**config.mk**
```make
export PLATFORM = sky130hd
export DESIGN_NAME = mc_ctrl
export DESIGN_NICKNAME = d
export VERILOG_FILES = /design/src/rtl/mc_ctrl_pkg.sv /design/src/rtl/mc_ctrl_decode.sv /design/src/rtl/mc_ctrl.sv
export SDC_FILE = /design/constraint.sdc
export NUM_CORES = 1
export LEC_CHECK = 0
export BUFFER_PORTS_ARGS = -buffer_cell sky130_fd_sc_hd__buf_2
export CORE_MARGIN = 1
export CORE_UTILIZATION = 40
export CTS_BUF_LIST = sky130_fd_sc_hd__clkbuf_2 sky130_fd_sc_hd__clkbuf_4 sky130_fd_sc_hd__clkbuf_8
export DETAILED_ROUTE_END_ITERATION = 8
export HOLD_SLACK_MARGIN = 0.12
export SLEW_MARGIN = 20
export SYNTH_ARGS = -nofsm -noshare
export SYNTH_HDL_FRONTEND = slang
export SYNTH_SLANG_ARGS = --single-unit
```
**constraint.sdc**
```tcl
create_clock -name Clk -period 2.9 [get_ports Clk]
set_input_delay 0.145 -clock Clk [delete_from_list [all_inputs] [get_ports Clk]]
set_output_delay 0.145 -clock Clk [all_outputs]
set_load 0.1 [all_outputs]
```
**src/rtl/mc_ctrl_pkg.sv**
```systemverilog
// Shared encodings for the multi-cycle MIPS controller: opcodes, control
// field values, FSM state codes and the instruction classes the decoder
// reports.
package mc_ctrl_pkg;

    // Primary opcodes (IR[31:26])
    localparam logic [5:0] OP_RTYPE = 6'h00;
    localparam logic [5:0] OP_J     = 6'h02;
    localparam logic [5:0] OP_JAL   = 6'h03;
    localparam logic [5:0] OP_BEQ   = 6'h04;
    localparam logic [5:0] OP_BNE   = 6'h05;
    localparam logic [5:0] OP_ORI   = 6'h0d;
    localparam logic [5:0] OP_LUI   = 6'h0f;
    localparam logic [5:0] OP_LB    = 6'h20;
    localparam logic [5:0] OP_LW    = 6'h23;
    localparam logic [5:0] OP_SB    = 6'h28;
    localparam logic [5:0] OP_SW    = 6'h2b;

    // R-type function codes (IR[5:0])
    localparam logic [5:0] FN_SLL  = 6'h00;
    localparam logic [5:0] FN_JR   = 6'h08;
    localparam logic [5:0] FN_JALR = 6'h09;
    localparam logic [5:0] FN_ADDU = 6'h21;
    localparam logic [5:0] FN_SUBU = 6'h23;

    // ALUCtr
    localparam logic [3:0] ALU_ADD = 4'd0;
    localparam logic [3:0] ALU_SUB = 4'd1;
    localparam logic [3:0] ALU_OR  = 4'd2;
    localparam logic [3:0] ALU_SLL = 4'd3;

    // EXTCtr
    localparam logic [1:0] EXT_ZERO = 2'd0;
    localparam logic [1:0] EXT_SIGN = 2'd1;
    localparam logic [1:0] EXT_LUI  = 2'd2;

    // nPCSel
    localparam logic [2:0] NPC_PC4  = 3'd0;
    localparam logic [2:0] NPC_BEQ  = 3'd1;
    localparam logic [2:0] NPC_JUMP = 3'd2;
    localparam logic [2:0] NPC_JREG = 3'd3;
    localparam logic [2:0] NPC_BNE  = 3'd4;

    // RegWriteCtr
    localparam logic [1:0] RWC_ALU = 2'd0;
    localparam logic [1:0] RWC_DM  = 2'd1;
    localparam logic [1:0] RWC_PC4 = 2'd2;

    // RegSel
    localparam logic [1:0] RSEL_RT = 2'd0;
    localparam logic [1:0] RSEL_RD = 2'd1;
    localparam logic [1:0] RSEL_RA = 2'd2;

    // FSM states
    localparam logic [2:0] ST_FETCH  = 3'd0;
    localparam logic [2:0] ST_DECODE = 3'd1;
    localparam logic [2:0] ST_EXEC   = 3'd2;
    localparam logic [2:0] ST_MEM    = 3'd3;
    localparam logic [2:0] ST_WB     = 3'd4;

    typedef enum logic [3:0] {
        RTYPE_ALU,
        ITYPE_ALU,
        LOAD,
        STORE,
        BRANCH,
        JUMP,
        JLINK,
        JREG,
        JRLINK,
        ILLEGAL
    } instr_class_e;

endpackage

```
**src/rtl/mc_ctrl_decode.sv**
```systemverilog
// Combinational instruction decoder: classifies op/func and produces the
// ALU/extender settings and width selects that stay fixed for the whole
// instruction.
module mc_ctrl_decode
    import mc_ctrl_pkg::*;
(
    input  logic [5:0]   op,
    input  logic [5:0]   func,
    output instr_class_e iclass,
    output logic [3:0]   alu_ctr,
    output logic [1:0]   ext_ctr,
    output logic         sel_a,
    output logic         sel_b,
    output logic         byte_op,
    output logic         is_bne
);

    // Classify the instruction and pick its datapath settings
    always_comb begin
        iclass  = ILLEGAL;
        alu_ctr = ALU_ADD;
        ext_ctr = EXT_ZERO;
        sel_a   = 1'b0;
        sel_b   = 1'b0;
        byte_op = 1'b0;
        is_bne  = 1'b0;
        case (op)
            OP_RTYPE: begin
                case (func)
                    FN_ADDU: iclass = RTYPE_ALU;
                    FN_SUBU: begin
                        iclass  = RTYPE_ALU;
                        alu_ctr = ALU_SUB;
                    end
                    FN_SLL: begin
                        iclass  = RTYPE_ALU;
                        alu_ctr = ALU_SLL;
                        sel_a   = 1'b1;
                    end
                    FN_JR:   iclass = JREG;
                    FN_JALR: iclass = JRLINK;
                    default: iclass = ILLEGAL;
                endcase
            end
            OP_ORI: begin
                iclass  = ITYPE_ALU;
                alu_ctr = ALU_OR;
                sel_b   = 1'b1;
            end
            OP_LUI: begin
                iclass  = ITYPE_ALU;
                ext_ctr = EXT_LUI;
                sel_b   = 1'b1;
            end
            OP_LW, OP_LB: begin
                iclass  = LOAD;
                ext_ctr = EXT_SIGN;
                sel_b   = 1'b1;
                byte_op = (op == OP_LB);
            end
            OP_SW, OP_SB: begin
                iclass  = STORE;
                ext_ctr = EXT_SIGN;
                sel_b   = 1'b1;
                byte_op = (op == OP_SB);
            end
            OP_BEQ, OP_BNE: begin
                iclass  = BRANCH;
                alu_ctr = ALU_SUB;
                is_bne  = (op == OP_BNE);
            end
            OP_J:    iclass = JUMP;
            OP_JAL:  iclass = JLINK;
            default: iclass = ILLEGAL;
        endcase
    end

endmodule

```
**src/rtl/mc_ctrl.sv**
```systemverilog
// Multi-cycle control FSM for the MIPS datapath. Sequences each instruction
// through FETCH/DECODE/EXEC/MEM/WB, raises PCWr only in the retiring cycle
// and counts retired instructions.
module mc_ctrl
    import mc_ctrl_pkg::*;
#(
    parameter int CNT_WIDTH = 32
) (
    input  logic                 Clk,
    input  logic                 Rst,
    input  logic [5:0]           op,
    input  logic [5:0]           func,
    input  logic                 Zero,
    output logic                 PCWr,
    output logic                 IRWr,
    output logic                 RegWrite,
    output logic [1:0]           RegWriteCtr,
    output logic [1:0]           RegSel,
    output logic                 ALUSelA,
    output logic                 ALUSelB,
    output logic [3:0]           ALUCtr,
    output logic                 MemWrite,
    output logic [1:0]           MemWriteCtr,
    output logic [2:0]           MemOutCtr,
    output logic [1:0]           EXTCtr,
    output logic [2:0]           nPCSel,
    output logic                 InstrDone,
    output logic [CNT_WIDTH-1:0] RetiredCnt
);

    logic [2:0]           state;
    logic [2:0]           state_next;
    logic [5:0]           op_lat;
    logic [5:0]           func_lat;
    logic [CNT_WIDTH-1:0] cnt;

    logic [5:0]   dec_op;
    logic [5:0]   dec_func;
    instr_class_e iclass;
    logic [3:0]   dec_alu;
    logic [1:0]   dec_ext;
    logic         dec_sel_a;
    logic         dec_sel_b;
    logic         dec_byte;
    logic         dec_bne;

    logic pc_wr;
    logic ir_wr;
    logic reg_write;
    logic mem_write;

    // The branch outcome is resolved by the datapath's next-PC logic
    logic unused_zero;
    assign unused_zero = Zero;

    // DECODE looks at the live IR fields; later states use the latched copy
    assign dec_op   = (state == ST_DECODE) ? op   : op_lat;
    assign dec_func = (state == ST_DECODE) ? func : func_lat;

    mc_ctrl_decode u_decode (
        .op      (dec_op),
        .func    (dec_func),
        .iclass  (iclass),
        .alu_ctr (dec_alu),
        .ext_ctr (dec_ext),
        .sel_a   (dec_sel_a),
        .sel_b   (dec_sel_b),
        .byte_op (dec_byte),
        .is_bne  (dec_bne)
    );

    // Next-state and per-state control outputs
    always_comb begin
        state_next  = state;
        pc_wr       = 1'b0;
        ir_wr       = 1'b0;
        reg_write   = 1'b0;
        mem_write   = 1'b0;
        RegWriteCtr = RWC_ALU;
        RegSel      = RSEL_RT;
        ALUSelA     = 1'b0;
        ALUSelB     = 1'b0;
        ALUCtr      = ALU_ADD;
        MemWriteCtr = 2'd0;
        MemOutCtr   = 3'd0;
        EXTCtr      = EXT_ZERO;
        nPCSel      = NPC_PC4;
        case (state)
            ST_FETCH: begin
                ir_wr      = 1'b1;
                state_next = ST_DECODE;
            end
            ST_DECODE: begin
                if (iclass == ILLEGAL) begin
                    // Unsupported encodings retire as a NOP
                    pc_wr      = 1'b1;
                    state_next = ST_FETCH;
                end else begin
                    state_next = ST_EXEC;
                end
            end
            ST_EXEC: begin
                ALUSelA = dec_sel_a;
                ALUSelB = dec_sel_b;
                ALUCtr  = dec_alu;
                EXTCtr  = dec_ext;
                state_next = ST_FETCH;
                case (iclass)
                    RTYPE_ALU, ITYPE_ALU: state_next = ST_WB;
                    LOAD, STORE:          state_next = ST_MEM;
                    BRANCH: begin
                        pc_wr  = 1'b1;
                        nPCSel = dec_bne ? NPC_BNE : NPC_BEQ;
                    end
                    JUMP: begin
                        pc_wr  = 1'b1;
                        nPCSel = NPC_JUMP;
                    end
                    JLINK: begin
                        pc_wr       = 1'b1;
                        nPCSel      = NPC_JUMP;
                        reg_write   = 1'b1;
                        RegSel      = RSEL_RA;
                        RegWriteCtr = RWC_PC4;
                    end
                    JREG: begin
                        pc_wr  = 1'b1;
                        nPCSel = NPC_JREG;
                    end
                    JRLINK: begin
                        pc_wr       = 1'b1;
                        nPCSel      = NPC_JREG;
                        reg_write   = 1'b1;
                        RegSel      = RSEL_RD;
                        RegWriteCtr = RWC_PC4;
                    end
                    default: state_next = ST_FETCH;
                endcase
            end
            ST_MEM: begin
                // Address comes straight off the ALU, so keep it steady
                ALUSelA = dec_sel_a;
                ALUSelB = dec_sel_b;
                ALUCtr  = dec_alu;
                EXTCtr  = dec_ext;
                if (iclass == STORE) begin
                    mem_write   = 1'b1;
                    MemWriteCtr = {1'b0, dec_byte};
                    pc_wr       = 1'b1;
                    state_next  = ST_FETCH;
                end else begin
                    MemOutCtr  = {2'b00, dec_byte};
                    state_next = ST_WB;
                end
            end
            ST_WB: begin
                // ALU/address path held so the write-back data stays valid
                ALUSelA   = dec_sel_a;
                ALUSelB   = dec_sel_b;
                ALUCtr    = dec_alu;
                EXTCtr    = dec_ext;
                reg_write = 1'b1;
                pc_wr     = 1'b1;
                if (iclass == LOAD) begin
                    RegWriteCtr = RWC_DM;
                    MemOutCtr   = {2'b00, dec_byte};
                end else begin
                    RegSel = (iclass == RTYPE_ALU) ? RSEL_RD : RSEL_RT;
                end
                state_next = ST_FETCH;
            end
            default: state_next = ST_FETCH;
        endcase
    end

    // Reset gates every enable so nothing is written in a reset cycle
    assign PCWr       = pc_wr & ~Rst;
    assign IRWr       = ir_wr & ~Rst;
    assign RegWrite   = reg_write & ~Rst;
    assign MemWrite   = mem_write & ~Rst;
    assign InstrDone  = PCWr;
    assign RetiredCnt = cnt;

    // State register, op/func latch and retired-instruction counter
    always_ff @(posedge Clk) begin
        if (Rst) begin
            state    <= ST_FETCH;
            op_lat   <= 6'd0;
            func_lat <= 6'd0;
            cnt      <= '0;
        end else begin
            state <= state_next;
            if (state == ST_DECODE) begin
                op_lat   <= op;
                func_lat <= func;
            end
            if (pc_wr) begin
                cnt <= cnt + {{(CNT_WIDTH-1){1'b0}}, 1'b1};
            end
        end
    end

endmodule

```
==> flow_summary.html, run 1 <==
<table>
<tr><th>Metric</th><th>Value</th></tr>
<tr><th colspan="2">Worst setup path</th></tr>
<tr><td>CP max stage cell</td><td>sky130_fd_sc_hd__or3b_4</td></tr>
<tr><td>Crit Path Category</td><td>reg2out</td></tr>
<tr><td>Cell chain of the critical path</td><td>or3b_4 &gt; buf_4 &gt; a2111oi_2 &gt; o21ai_2 &gt; o21ai_2 &gt; a21oi_2 &gt; nand3b_1 &gt; mux2_4 &gt; and3_4 &gt; buf_12</td></tr>
<tr><td>Worst setup EP type</td><td>output pin</td></tr>
<tr><td>Worst Path Max Fanout</td><td>11</td></tr>
<tr><td>Crit start category</td><td>flop</td></tr>
<tr><td>Critical R2R Launch</td><td>state[1]$_SDFF_PP0_</td></tr>
<tr><td>Kind of cell adding the most delay to the critical path</td><td>simple AND/OR/NAND/NOR gates</td></tr>
<tr><td>Worst Path Arrival</td><td>2780 ps</td></tr>
<tr><td>Longest individual stage delay on the worst path</td><td>420 ps</td></tr>
<tr><td>Cell occurring most often along the worst timing path</td><td>sky130_fd_sc_hd__o21ai_2</td></tr>
<tr><td>Buffer and inverter count on the worst path</td><td>2</td></tr>
<tr><td>Endpoint required time on the critical path</td><td>2760 ps</td></tr>
<tr><td>Worst setup path startpoint</td><td>state[1]$_SDFF_PP0_</td></tr>
<tr><th colspan="2">Clocking</th></tr>
<tr><td>CTS clk-pin slew, worst paths</td><td>90 ps</td></tr>
<tr><td>Root Buffer</td><td>sky130_fd_sc_hd__clkbuf_8</td></tr>
<tr><td>CTS Buf Count</td><td>5</td></tr>
<tr><td>Number of sinks handled by clock tree synthesis</td><td>47</td></tr>
<tr><td>CTS tree</td><td>built</td></tr>
<tr><td>Clock latency at the later pin of the worst-skew pair</td><td>310 ps</td></tr>
<tr><td>Worst-case clock buffer depth</td><td>2</td></tr>
<tr><td>H-tree levels</td><td>2</td></tr>
<tr><th colspan="2">Logic synthesis</th></tr>
<tr><td>Number of synthesized flops with an enable pin</td><td>0</td></tr>
<tr><td>Portion of synthesized cell area occupied by the leading cell type</td><td>30.66%</td></tr>
<tr><td>Yosys warns</td><td>0</td></tr>
<tr><td>Primary flip-flop cell chosen by synthesis mapping</td><td>sky130_fd_sc_hd__dfxtp_1</td></tr>
<tr><td>Ranking of synthesized cells by area</td><td>sky130_fd_sc_hd__dfxtp_1 31%, sky130_fd_sc_hd__a21oi_1 6.4%, sky130_fd_sc_hd__nor2_1 4.8%</td></tr>
<tr><td>Synth unique cells</td><td>61</td></tr>
<tr><td>Number of register bits inferred by synthesis</td><td>47</td></tr>
<tr><td>Per-instance average area after synthesis</td><td>7.654 um^2</td></tr>
<tr><td>Gate Count Post-Synth</td><td>401</td></tr>
<tr><td>Cell with the most instances after synthesis</td><td>sky130_fd_sc_hd__dfxtp_1</td></tr>
<tr><td>Top post-synthesis cells by count</td><td>47 x sky130_fd_sc_hd__dfxtp_1, 39 x sky130_fd_sc_hd__a21oi_1, 39 x sky130_fd_sc_hd__nor2_1, 37 x sky130_fd_sc_hd__nand2_1, 20 x sky130_fd_sc_hd__nand3_1</td></tr>
<tr><td>Area leader, netlist</td><td>sky130_fd_sc_hd__dfxtp_1</td></tr>
<tr><td>Register area share after synthesis</td><td>30.66%</td></tr>
<tr><td>Async SR Flop Fraction</td><td>0%</td></tr>
<tr><td>Post-synthesis cell area</td><td>3069 um^2</td></tr>
<tr><th colspan="2">Timing</th></tr>
<tr><td>Relative slew margins</td><td>50.17%</td></tr>
<tr><td>Min cycle time layout</td><td>2930 ps</td></tr>
<tr><td>Unrepaired setup endpoints after global routing</td><td>true</td></tr>
<tr><td>Timing-limited maximum frequency</td><td>341.3 MHz</td></tr>
<tr><td>Worst setup skew after layout</td><td>9.277 ps</td></tr>
<tr><td>Minimum hold slack</td><td>140.7 ps</td></tr>
<tr><td>Worst-case setup margin in the final layout</td><td>-29.65 ps</td></tr>
<tr><td>Endpoints failing hold</td><td>0</td></tr>
<tr><td>Slew @ Worst Pin</td><td>744.7 ps</td></tr>
<tr><td>Period Utilization, post-route</td><td>101.0%</td></tr>
<tr><td>Number of endpoints failing setup at the final stage</td><td>4</td></tr>
<tr><td>Number of pins exceeding their max-slew limit in the final report</td><td>0</td></tr>
<tr><th colspan="2">Drt</th></tr>
<tr><td>Total DRC errors in the routed layout</td><td>0</td></tr>
<tr><td>Total length of routed wires</td><td>9.165 mm</td></tr>
<tr><td>Remaining number of nets flagged by the antenna check after routing</td><td>0</td></tr>
<tr><td>Ratio of routed vias to standard cells</td><td>5.493</td></tr>
<tr><td>DR pass1 iterations</td><td>4</td></tr>
<tr><td>Routed wire per std cell</td><td>14.95 um</td></tr>
<tr><td>Number of DRC markers in iteration 0</td><td>146</td></tr>
<tr><td>Count of vias placed by the detailed router</td><td>3367</td></tr>
<tr><th colspan="2">Layout</th></tr>
<tr><td>Filler cells</td><td>639</td></tr>
<tr><td>P&amp;R area growth vs syn</td><td>50.79%</td></tr>
<tr><td>Final instance area</td><td>4628 um^2</td></tr>
<tr><td>Area taken by multi-input logic gates</td><td>2236 um^2</td></tr>
<tr><td>Final layout net count</td><td>529</td></tr>
<tr><td>Antenna cell count</td><td>0</td></tr>
<tr><td>Seq. cell area</td><td>944.7 um^2</td></tr>
<tr><td>Layout cells sized above 1</td><td>39.30%</td></tr>
<tr><th colspan="2">Status</th></tr>
<tr><td>Result of the run</td><td>finished, violations left</td></tr>
<tr><td>Violations in the final reports</td><td>negative setup slack</td></tr>
<tr><th colspan="2">Placed design</th></tr>
<tr><td>Post-detail-place hpwl</td><td>6.117 mm</td></tr>
<tr><td>Total placed instance area</td><td>3918 um^2</td></tr>
<tr><td>Final weighted congestion in routability-driven placement</td><td>0.8629</td></tr>
<tr><td>Post-placement setup slack</td><td>134.2 ps</td></tr>
<tr><td>IO Port Bufs</td><td>65</td></tr>
<tr><th colspan="2">Floorplan</th></tr>
<tr><td>Initial Utilization</td><td>41.87%</td></tr>
<tr><td>Horiz. Die Dim</td><td>89.60 um</td></tr>
<tr><td>Core Footprint</td><td>7331 um^2</td></tr>
<tr><td>Die span in y</td><td>89.60 um</td></tr>
<tr><td>Top-Level Pins</td><td>72</td></tr>
<tr><td>DIE AREA</td><td>8027 um^2</td></tr>
<tr><td>FP Rows</td><td>31</td></tr>
<tr><th colspan="2">Global route</th></tr>
<tr><td>First-pass GRT wire length</td><td>14.10 mm</td></tr>
<tr><td>Maximum number of pins on one net before global-route repair</td><td>29</td></tr>
<tr><td>All-Layer GR Usage</td><td>22.63%</td></tr>
<tr><td>Remaining Overflow, GRT</td><td>0</td></tr>
<tr><td>Antenna violations before repair</td><td>0</td></tr>
<tr><td>Number of global-route vias before repair</td><td>3024</td></tr>
<tr><th colspan="2">Min path</th></tr>
<tr><td>Origin of the worst min-delay path</td><td>op[5]</td></tr>
<tr><td>Type of the tightest min-delay check</td><td>in2reg</td></tr>
<tr><th colspan="2">Pwr</th></tr>
<tr><td>Max VDD drop</td><td>216.7 uV</td></tr>
<tr><td>Total power divided by cell area</td><td>394.8 nW/um^2</td></tr>
<tr><td>Leakage</td><td>1.837 nW</td></tr>
<tr><th colspan="2">Run</th></tr>
<tr><td>Max_cap viols</td><td>0</td></tr>
</table>
==> layer usage <==
| layer | wire (um) | track usage [%] |
|---|---|---|
| met5 | 0 | 0 |
| met4 | 124 | 6.205 |
| met3 | 459 | 4.113 |
| met2 | 4281 | 37.53 |
| met1 | 4300 | 30.20 |
==> flip-flops by register name (all words and copies together), names as in the netlist <==
register and cells:
func_lat 6, op_lat 6, RetiredCnt 32, state 3
==> final timing paths <==
kind                                  to  slack (ps)  cells after the start
max reg2reg   RetiredCnt[9]$_SDFFE_PP0P_          40                     11
max                            RegSel[0]         -30                     10
min                 op_lat[5]$_SDFF_PP0_         140                      3
min reg2reg  RetiredCnt[11]$_SDFFE_PP0P_         490                      2
==> what timing repair did <==
| action | in CTS | in global routing |
|---|---|---|
| hold endpoints to repair | 5 | 0 |
| endpoints found under the setup margin | 9 | 31 |
| pin swaps | 12 | 28 |
| gates resized for setup | 27 | 41 |
| cloned | 0 | 3 |
| buffers inserted | 16 | 10 |
| hold buffers | 5 | 0 |
==> power by group <==
group | internal [mW] | switching (mW)
clock | 0.260 | 0.253
combinational | 0.264 | 0.360
sequential | 0.664 | 0.0247
==> metrics by stage <==
step / util (%) / instances / TNS, ps / power (mW)
3_3_place_gp: 53.44 / 571 / 0 / 1.157
3_5_place_dp: 53.44 / 571 / 0 / 1.161
2_1_floorplan: - / 405 / -474.9 / 1.034
4_1_cts: 58.85 / 600 / -42.34 / 1.752
5_1_grt: 63.13 / 613 / -2499 / 1.917
6_report: 63.13 / 613 / -81.27 / 1.827
==> cell type report <==
class | count | share of cell area, %
Multi-Input combinational cell | 315 | 48.31
Inverter | 15 | 1.217
Sequential cell | 47 | 20.41
Clock buffer | 5 | 1.487
Clock inverter | 3 | 1.000
Tap cell | 99 | 2.676
Timing Repair Buffer | 129 | 24.90
==> cells in the final DEF (no fill, tap or decap), drive strengths merged, types with 15 or more instances in the layout <==
master and count:
nand3 20, nor2 39, dfxtp 47, or4 15
o31ai 17, inv 16, o21ai 21, a21oi 39
buf 120, nand2 38
==> tightest hold or removal path, stage by stage <==
cell and delay, ps:
sky130_fd_sc_hd__buf_2 140, sky130_fd_sc_hd__nand2_1 70, sky130_fd_sc_hd__a21oi_1 50
==> kinds of logic (layout without fill, tap and decap cells) <==
logic type | after synthesis | after routing | share of synthesized area (%)
compound gates | 100 | 100 | 22.06
simple gates | 190 | 190 | 33.67
flops | 47 | 47 | 30.66
buf+inv | 43 | 152 | 7.297
other cells | 1 | 5 | 0.1222
fa+ha+maj | 1 | 1 | 0.4076
xor+xnor | 11 | 11 | 3.139
mux | 8 | 8 | 2.650
No activity file was read; power rests on OpenSTA's default activity.
==> run 2, diff against run 1 <==
Settings changed: GPL_TIMING_DRIVEN set to 0.
==> run 2 against run 1 <==
Net effect: the run still ends with negative setup slack left; worst setup slack lost 30 ps; power shrank 7.7%; first-iteration DRC count grew 49%; critical path type unchanged; largest cell class unchanged.
==> flow_summary.html, run 2 (synthesized netlist as in run 1, its figures left out) <==
<table>
<tr><th>Metric</th><th>Value</th></tr>
<tr><th colspan="2">Drt</th></tr>
<tr><td>Count of vias placed by the detailed router</td><td>3387 (+0.59%)</td></tr>
<tr><td>Ratio of routed vias to standard cells</td><td>5.608 (+2.1%)</td></tr>
<tr><td>Routed wire per std cell</td><td>15.51 um (+3.7%)</td></tr>
<tr><td>Total DRC errors in the routed layout</td><td>0 (unchanged)</td></tr>
<tr><td>Total length of routed wires</td><td>9.368 mm (+2.2%)</td></tr>
<tr><td>Number of DRC markers in iteration 0</td><td>218 (+49%)</td></tr>
<tr><td>DR pass1 iterations</td><td>5 (+1)</td></tr>
<tr><td>Remaining number of nets flagged by the antenna check after routing</td><td>0 (unchanged)</td></tr>
<tr><th colspan="2">Clocking</th></tr>
<tr><td>CTS Buf Count</td><td>5 (unchanged)</td></tr>
<tr><td>Root Buffer</td><td>sky130_fd_sc_hd__clkbuf_8</td></tr>
<tr><td>CTS tree</td><td>built</td></tr>
<tr><td>Worst-case clock buffer depth</td><td>2 (unchanged)</td></tr>
<tr><td>Number of sinks handled by clock tree synthesis</td><td>47 (unchanged)</td></tr>
<tr><td>H-tree levels</td><td>2 (unchanged)</td></tr>
<tr><td>Clock latency at the later pin of the worst-skew pair</td><td>300 ps (about the same)</td></tr>
<tr><td>CTS clk-pin slew, worst paths</td><td>90 ps (about the same)</td></tr>
<tr><th colspan="2">Worst setup path</th></tr>
<tr><td>Worst Path Arrival</td><td>2810 ps (+30 ps)</td></tr>
<tr><td>Worst Path Max Fanout</td><td>10 (-1)</td></tr>
<tr><td>Worst setup EP type</td><td>output pin</td></tr>
<tr><td>Endpoint required time on the critical path</td><td>2760 ps (about the same)</td></tr>
<tr><td>Worst setup slack for register-to-register paths</td><td>60 ps (+20 ps)</td></tr>
<tr><td>Critical R2R Launch</td><td>state[2]$_SDFF_PP0_</td></tr>
<tr><td>Crit start category</td><td>flop</td></tr>
<tr><td>Number of cells on the worst reg-to-reg path</td><td>11 (unchanged)</td></tr>
<tr><td>Crit Path Category</td><td>reg2out</td></tr>
<tr><td>Worst r2r dst</td><td>RetiredCnt[30]$_SDFFE_PP0P_</td></tr>
<tr><th colspan="2">Floorplan</th></tr>
<tr><td>Horiz. Die Dim</td><td>89.60 um (unchanged)</td></tr>
<tr><td>Core Footprint</td><td>7331 um^2 (unchanged)</td></tr>
<tr><td>DIE AREA</td><td>8027 um^2 (unchanged)</td></tr>
<tr><td>FP Rows</td><td>31 (unchanged)</td></tr>
<tr><td>Die span in y</td><td>89.60 um (unchanged)</td></tr>
<tr><td>Top-Level Pins</td><td>72 (unchanged)</td></tr>
<tr><td>Initial Utilization</td><td>41.87% (unchanged)</td></tr>
<tr><th colspan="2">Layout</th></tr>
<tr><td>Antenna cell count</td><td>0 (unchanged)</td></tr>
<tr><td>Area taken by multi-input logic gates</td><td>2185 um^2 (-2.3%)</td></tr>
<tr><td>Number of non-filler instances in the completed layout</td><td>604 (-1.5%)</td></tr>
<tr><td>Seq. cell area</td><td>950.9 um^2 (+0.66%)</td></tr>
<tr><td>Most common cell after layout, fill and taps aside</td><td>sky130_fd_sc_hd__buf_2</td></tr>
<tr><td>Layout cells sized above 1</td><td>33.86% (-5.4 points)</td></tr>
<tr><td>Final layout net count</td><td>520 (-1.7%)</td></tr>
<tr><td>Largest register FFs</td><td>32 (unchanged)</td></tr>
<tr><td>P&amp;R area growth vs syn</td><td>39.75%</td></tr>
<tr><td>Core occupancy in the finished layout</td><td>58.51% (-4.6 points)</td></tr>
<tr><td>Leading cell types in the layout, fill and taps excluded</td><td>50 x sky130_fd_sc_hd__buf_2, 43 x sky130_fd_sc_hd__dfxtp_1, 35 x sky130_fd_sc_hd__nand2_1, 35 x sky130_fd_sc_hd__a21oi_1</td></tr>
<tr><td>Filler cells</td><td>666 (+4.2%)</td></tr>
<tr><th colspan="2">Placed design</th></tr>
<tr><td>Final weighted congestion in routability-driven placement</td><td>0.9496 (+10%)</td></tr>
<tr><td>Inst Count DP</td><td>564 (-1.2%)</td></tr>
<tr><td>Post-detail-place hpwl</td><td>6.088 mm (-0.46%)</td></tr>
<tr><td>IO Port Bufs</td><td>60 (-7.7%)</td></tr>
<tr><td>Post-placement setup slack</td><td>-507.1 ps (-641.3 ps)</td></tr>
<tr><th colspan="2">Timing</th></tr>
<tr><td>Worst setup skew after layout</td><td>10.74 ps (+1.462 ps)</td></tr>
<tr><td>Slew @ Worst Pin</td><td>711.1 ps (-33.62 ps)</td></tr>
<tr><td>Relative slew margins</td><td>52.59% (+2.4 points)</td></tr>
<tr><td>Unrepaired setup endpoints after global routing</td><td>true</td></tr>
<tr><td>Worst-case setup margin in the final layout</td><td>-59.87 ps (-30.23 ps)</td></tr>
<tr><td>Timing-limited maximum frequency</td><td>337.9 MHz (-1.0%)</td></tr>
<tr><td>Number of endpoints failing setup at the final stage</td><td>4 (unchanged)</td></tr>
<tr><td>Number of pins exceeding their max-slew limit in the final report</td><td>0 (unchanged)</td></tr>
<tr><td>Period Utilization, post-route</td><td>102.1% (+1.0 points)</td></tr>
<tr><td>Endpoints failing hold</td><td>0 (unchanged)</td></tr>
<tr><td>Min cycle time layout</td><td>2960 ps (+30.23 ps)</td></tr>
<tr><th colspan="2">Pwr</th></tr>
<tr><td>Total power divided by cell area</td><td>393.3 nW/um^2 (-0.38%)</td></tr>
<tr><td>Max VDD drop</td><td>216.5 uV (-0.12%)</td></tr>
<tr><td>Leakage</td><td>1.704 nW (-7.2%)</td></tr>
<tr><th colspan="2">Global route</th></tr>
<tr><td>First-pass GRT wire length</td><td>14.75 mm (+4.6%)</td></tr>
<tr><td>Maximum number of pins on one net before global-route repair</td><td>15 (-48%)</td></tr>
<tr><td>Antenna violations before repair</td><td>0 (unchanged)</td></tr>
<tr><td>Number of global-route vias before repair</td><td>3002 (-0.73%)</td></tr>
<tr><td>All-Layer GR Usage</td><td>23.91% (+1.3 points)</td></tr>
<tr><td>Remaining Overflow, GRT</td><td>0 (unchanged)</td></tr>
<tr><th colspan="2">Run</th></tr>
<tr><td>Max_cap viols</td><td>0 (unchanged)</td></tr>
<tr><th colspan="2">Status</th></tr>
<tr><td>Result of the run</td><td>finished, violations left</td></tr>
<tr><td>Violations in the final reports</td><td>negative setup slack</td></tr>
<tr><th colspan="2">Min path</th></tr>
<tr><td>Number of cells traversed by the worst hold path</td><td>3 (unchanged)</td></tr>
<tr><td>Type of the tightest min-delay check</td><td>in2reg</td></tr>
<tr><td>Origin of the worst min-delay path</td><td>func[1]</td></tr>
<tr><td>Hold worst-path end</td><td>func_lat[1]$_SDFF_PP0_</td></tr>
</table>
==> run 2: cell type report <==
type                    count  area share (%)
inverters                  15           1.313
clock inverters             1          0.2042
well taps                  99           2.888
repair buffers             93           16.39
clock buffers               7           2.100
plain buffers              26           3.996
multi-input cells         316           50.93
flip-flops and latches     47           22.17
==> run 2: power by group <==
part           internal (mW)  switching, mW
sequential             0.663         0.0293
combinational          0.209          0.349
clock                  0.205          0.232
==> run 2: per-layer routing <==
layer | track usage (%) | vias to the layer above | part of all wire, %
met5 | 0 | - | 0
li1 | - | 1676 | -
met1 | 33.13 | 1562 | 46
met4 | 6.926 | 0 | 1.6
met3 | 4.753 | 16 | 6.4
met2 | 37.67 | 133 | 46
==> run 2: critical path, stage by stage (launching register included) <==
cell,delay (ps)
sky130_fd_sc_hd__dfxtp_4,370
sky130_fd_sc_hd__or3b_4,430
sky130_fd_sc_hd__buf_8,170
sky130_fd_sc_hd__a2111oi_4,280
sky130_fd_sc_hd__o21ai_1,140
sky130_fd_sc_hd__o21ai_2,150
sky130_fd_sc_hd__a21oi_2,100
sky130_fd_sc_hd__nand3b_1,210
sky130_fd_sc_hd__mux2_2,290
sky130_fd_sc_hd__and3_1,180
sky130_fd_sc_hd__buf_6,180
==> run 2: worst max-delay path by stage <==
| stage | from | endpoint | slack [ps] | cells past startpoint |
|---|---|---|---|---|
| 4_1_cts | state[0]$_SDFF_PP0_ | RegWrite | -80 | 11 |
| 5_1_grt | state[2]$_SDFF_PP0_ | MemOutCtr[0] | -210 | 10 |
| 2_1_floorplan | state[0]$_SDFF_PP0_ | ALUCtr[1] | -290 | 7 |
| 6_report | state[2]$_SDFF_PP0_ | RegSel[0] | -60 | 10 |
| 3_5_place_dp | state[0]$_SDFF_PP0_ | RegWrite | -510 | 11 |
| 3_3_place_gp | state[0]$_SDFF_PP0_ | RegWrite | -500 | 11 |
==> run 2: what timing repair did <==
action                                 4_1_cts  5_1_grt
pin swaps                                   12       12
gates resized for setup                     57       31
endpoints found under the hold margin        3        0
hold buffers                                 3        0
buffers inserted                            15       14
setup endpoints to repair                   34       36
cloned                                       2        0
==> run 2: metrics by stage <==
stage	cell area, um^2	hold slack, ps	TNS [ps]	power, mW
6_report	4289	144.3	-193.4	1.687
5_1_grt	4289	152.7	-1714	1.772
4_1_cts	4051	126.8	-197.9	1.637
3_5_place_dp	3586	425.4	-6322	1.117
3_3_place_gp	3586	420.5	-6354	1.115
2_1_floorplan	3162	281.0	-474.9	1.034
